File: config.mk
export PLATFORM = sky130hd
export DESIGN_NAME = fetch_sequencer
export DESIGN_NICKNAME = d
export VERILOG_FILES = /design/src/rtl/fetch_sequencer.sv
export SDC_FILE = /design/constraint.sdc
export NUM_CORES = 1
export LEC_CHECK = 0
export ABC_AREA = 1
export ABC_CLOCK_PERIOD_IN_PS = 1700
export CAP_MARGIN = 20
export CORE_MARGIN = 2
export CORE_UTILIZATION = 44
export CTS_BUF_LIST = sky130_fd_sc_hd__clkbuf_4 sky130_fd_sc_hd__clkbuf_8 sky130_fd_sc_hd__clkbuf_16
export CTS_CLUSTER_DIAMETER = 100
export DETAILED_ROUTE_END_ITERATION = 8
export PLACE_DENSITY = 0.78
export SLEW_MARGIN = 0
export SYNTH_ARGS = -nofsm -noshare
export SYNTH_HDL_FRONTEND = slang
export SYNTH_SLANG_ARGS = --single-unit
export TNS_END_PERCENT = 1
File: constraint.sdc
create_clock -name clk -period 1.7 [get_ports clk]
set_clock_uncertainty 0.05 [all_clocks]
set_input_delay 0.255 -clock clk [delete_from_list [all_inputs] [get_ports clk]]
set_output_delay 0.255 -clock clk [all_outputs]
set_load 0.02 [all_outputs]
File: src/rtl/fetch_sequencer.sv
// Instruction-fetch controller: owns the PC, reads program memory, fills the IF/ID register.
// Optional HALT_DETECT_EN: an all-ones instruction word parks the fetcher in HALT until a branch.
module fetch_sequencer #(
  parameter int unsigned   AW       = 4,
  parameter int unsigned   IW       = 9,
  parameter logic [AW-1:0] RESET_PC = '0,
  parameter logic [IW-1:0] NOP      = '0
) (
  input  logic          clk,
  input  logic          rst,
  output logic [AW-1:0] pmem_addr,
  input  logic [IW-1:0] pmem_instr,
  input  logic          stall,
  input  logic          br_taken,
  input  logic [AW-1:0] br_target,
  output logic [IW-1:0] if_instr,
  output logic [AW-1:0] if_pc,
  output logic          if_valid,
  output logic          halted,
  output logic [7:0]    fetch_cnt
);

  localparam int unsigned CNT_W   = 8;
  localparam logic [CNT_W-1:0] CNT_MAX = '1;

  typedef enum logic {
    ST_RUN  = 1'b0,
    ST_HALT = 1'b1
  } state_e;

  state_e           state_q;
  logic [AW-1:0]    pc_q;
  logic [IW-1:0]    instr_q;
  logic [AW-1:0]    ipc_q;
  logic             valid_q;
  logic [CNT_W-1:0] cnt_q;

  // Fetch FSM: branch beats stall beats normal fetch; HALT only leaves on a branch.
  always_ff @(posedge clk) begin
    if (rst) begin
      state_q <= ST_RUN;
      pc_q    <= RESET_PC;
      instr_q <= NOP;
      ipc_q   <= '0;
      valid_q <= 1'b0;
      cnt_q   <= '0;
    end else begin
      case (state_q)
        ST_RUN: begin
          if (br_taken) begin
            pc_q    <= br_target;
            instr_q <= NOP;
            valid_q <= 1'b0;
          end else if (!stall) begin
`ifdef HALT_DETECT_EN
            if (pmem_instr == {IW{1'b1}}) begin
              instr_q <= NOP;
              valid_q <= 1'b0;
              state_q <= ST_HALT;
            end else
`endif
            begin
              instr_q <= pmem_instr;
              ipc_q   <= pc_q;
              valid_q <= 1'b1;
              pc_q    <= pc_q + AW'(1);
              if (cnt_q != CNT_MAX) begin
                cnt_q <= cnt_q + CNT_W'(1);
              end
            end
          end
        end
        ST_HALT: begin
          instr_q <= NOP;
          valid_q <= 1'b0;
          if (br_taken) begin
            pc_q    <= br_target;
            state_q <= ST_RUN;
          end
        end
        default: begin
          state_q <= ST_RUN;
        end
      endcase
    end
  end

  assign pmem_addr = pc_q;
  assign if_instr  = instr_q;
  assign if_pc     = ipc_q;
  assign if_valid  = valid_q;
  assign fetch_cnt = cnt_q;
`ifdef HALT_DETECT_EN
  assign halted    = (state_q == ST_HALT);
`else
  assign halted    = 1'b0;
`endif

endmodule

==> results.py <==
metrics = {
    "clocking": {
        "cts_tree": "done",
        "worstSkewPairLatency_ps": 310,
        "cts_max_level": 1,
        "clk_path_buf_depth": 2,
        "ctsHoldBuffers": 0,
        "cts_num_sinks": 27,
        "cts-root-buf": "clkbuf_4",
        "clk_pin_slew_ps": 130,
        "numCtsBuffers": 3,
    },
    "placement": {
        "io_buffer_count": 42,
        "place_congestion": 0.818,
        "pre_cts_slack_ps": 37.8,
        "dp_cells": 244,
        "hpwl_um": 2260,
        "placed_area_um2": 1700,
    },
    "floorplanning": {
        "io_pins": 44,
        "rows": 19,
        "die_y_um": 57.1,
        "die_area_um2": 3260,
        "initial_core_util_pct": 45.8,
        "die_w_um": 57.1,
        "core_area_um2": 2710,
    },
    "sta": {
        "drv_slew": 0,
        "finalSetupViolations": 0,
        "setup_tns_ps": 0,
        "finalCritPeriodShare_pct": 96.8,
        "post-route-min-period_ps": 1640,
        "rsz0062_at_grt": "no",
        "fmax_mhz": 608,
        "hold_violations": 0,
        "layout_setup_ws_ps": 55.1,
    },
    "global_routing": {
        "first_global_vias": 1178,
        "grt_max_degree": 20,
        "antenna_found_initial": 0,
        "grt_usage_pct": 17.7,
        "overflow": 0,
        "grt_pass1_wl_um": 4740,
    },
    "route": {
        "drc_errors": 0,
        "postRouteAntennaNets": 0,
        "wl_um": 2890,
        "wl_per_cell_um": 11.7,
        "drt_pass1_iterations": 4,
        "num_vias": 1274,
        "vias_per_cell": 5.14,
        "drtIter0Drc": 37,
    },
    "setup_path": {
        "cp_max_fo": 4,
        "reg2reg_slack_ps": 170,
        "path_class": "reg2out",
        "crit_path_end_kind": "output port",
        "cp_top_family": "buffers and inverters",
        "required_ps": 1390,
        "rr_worst_depth": 7,
        "reg2reg_from": "fetch_cnt[0]",
        "path_cells": "clkdlybuf4s50_1",
        "cp-start-kind": "flop",
        "path_buf_inv": 1,
        "r2r_end": "fetch_cnt[3]",
        "crit_arrival_ps": 1340,
        "cp_slowest_stage_delay_ps": 620,
        "cp_slowest_cell": "clkdlybuf4s50_1",
    },
    "layout": {
        "final_nets": 237,
        "area_growth_pct": 39.8,
        "diodes": 0,
        "multi_input_comb_area_um2": 583,
        "final_cells": 248,
        "final_cell_mix": "nand2_1 (36), clkdlybuf4s50_1 (32), dfxtp_1 (27)",
        "mostFrequentLayoutCell": "nand2_1",
        "drive_gt1_share_pct": 7.83,
        "n_fill_cell": 253,
        "finalInstanceArea_um2": 1740,
        "ff_latch_area_um2": 541,
    },
    "status": {
        "status": "finished, final reports clean",
    },
    "synth": {
        "syn_area_um2": 1240,
        "syn-num-nets": 190,
        "avgSynthCellArea_um2": 7.26,
        "ys_types": 22,
        "ys_seq_elements": 27,
        "synth_warnings": 0,
        "postSynthCellCount": 171,
        "seq_area_frac_synth_pct": 43.5,
    },
    "worst_hold_path": {
        "hp-class": "in2reg",
        "min_from": "pmem_instr[2]",
        "min_to": "if_instr[2]",
        "hold_path_depth": 3,
    },
    "power": {
        "p_clk_share_pct": 23.8,
        "power.switching_w": 0.000308,
        "ir_worst_vdd_mv": 0.513,
        "p_leak_nw": 0.793,
        "intPower_w": 0.000871,
        "power.total_w": 0.00118,
        "pwr-share-seq_pct": 57.6,
        "swShare_pct": 26.1,
        "p_comb_share_pct": 18.6,
        "powerDensity_nw_per_um2": 679,
    },
    "run": {
        "maxCapViolCount": 0,
    },
}
-- tightest hold or removal path, stage by stage --
cell	delay, ps
clkdlybuf4s50_1	390
nand2_1	60
a21oi_1	50
-- logic make-up after synthesis --
family	count (synthesis)	share of synthesized area, %
other	1	0.302
buffers and inverters	23	9.48
and+or+nand+nor	89	32.6
adders and majority gates	2	2.02
DFF	27	43.5
xor gates and xnor gates	1	0.706
AOI/OAI and AO/OA	28	11.4
-- power groups by stage --
stage | Clock [W] | Sequential [W] | Combinational [W]
2_1_floorplan | 0 | 0.000721 | 0.0000861
3_3_place_gp | 0 | 0.000692 | 0.000220
3_5_place_dp | 0 | 0.000693 | 0.000226
4_1_cts | 0.000290 | 0.000679 | 0.000221
5_1_grt | 0.000315 | 0.000684 | 0.000240
6_report | 0.000280 | 0.000679 | 0.000219
-- layer usage --
layer / up-vias / part of all wire (%) / global-route usage (%)
li1: 649 / - / -
met1: 595 / 43 / 22.8
met2: 30 / 52 / 31.7
met3: 0 / 4.6 / 2.49
met4: 0 / 0 / 3.32
met5: - / 0 / 0
-- Yosys cell counts, drive strengths merged --
| library cell | count | share of area, % |
|---|---|---|
| clkbuf | 2 | 0.61 |
| nand4 | 6 | 3.0 |
| nand3b | 1 | 0.61 |
| nor2 | 25 | 9.1 |
| buf | 6 | 4.3 |
| nand3 | 17 | 6.9 |
| ha | 2 | 2.0 |
| conb | 1 | 0.30 |
| nand2 | 37 | 12 |
| a21oi | 20 | 8.1 |
| o21ai | 7 | 2.8 |
| a31oi | 1 | 0.50 |
| inv | 15 | 4.5 |
| xor2 | 1 | 0.71 |
| dfxtp | 27 | 44 |
| nor3 | 3 | 1.2 |
-- worst max path at each step --
stage / depth (start not counted) / slack (ps) / endpoint / start
after floorplan: 9 / 230 / fetch_cnt[4] / fetch_cnt[0]
after global placement: 8 / 80 / fetch_cnt[7] / br_taken
after detailed placement: 7 / 40 / if_instr[4] / br_taken
after CTS: 1 / 2 / fetch_cnt[2] / fetch_cnt[2]
after global routing: 1 / 20 / fetch_cnt[7] / fetch_cnt[7]
final: 1 / 60 / fetch_cnt[7] / fetch_cnt[7]
-- area by class of cell --
class	count	area share (%)
clock buffers	4	1.73
inverters	15	3.24
multi-input cells	121	33.6
flip-flops and latches	27	31.1
well taps	31	2.24
repair buffers	50	28.0
-- sequential cells by signal, summed over array words and instances (netlist names) --
signal and count:
if_valid 1, state_q 1, pmem_addr 4, if_instr 9, if_pc 4, fetch_cnt 8
-- stage by stage --
step	utilization (%)	hold WS [ps]
finish	64.0	437
global placement	62.7	419
detailed placement	62.7	426
floorplan	-	284
CTS	63.6	431
global route	64.0	418
-- timing repair --
action / CTS / global route
resized for setup: 5 / 5
buffers inserted: 0 / 0
setup endpoints to repair: 5 / 5
gates cloned: 0 / 0
pin swaps: 0 / 0
endpoints found under the hold margin: 0 / 0
(Power assumes the default switching activity.)
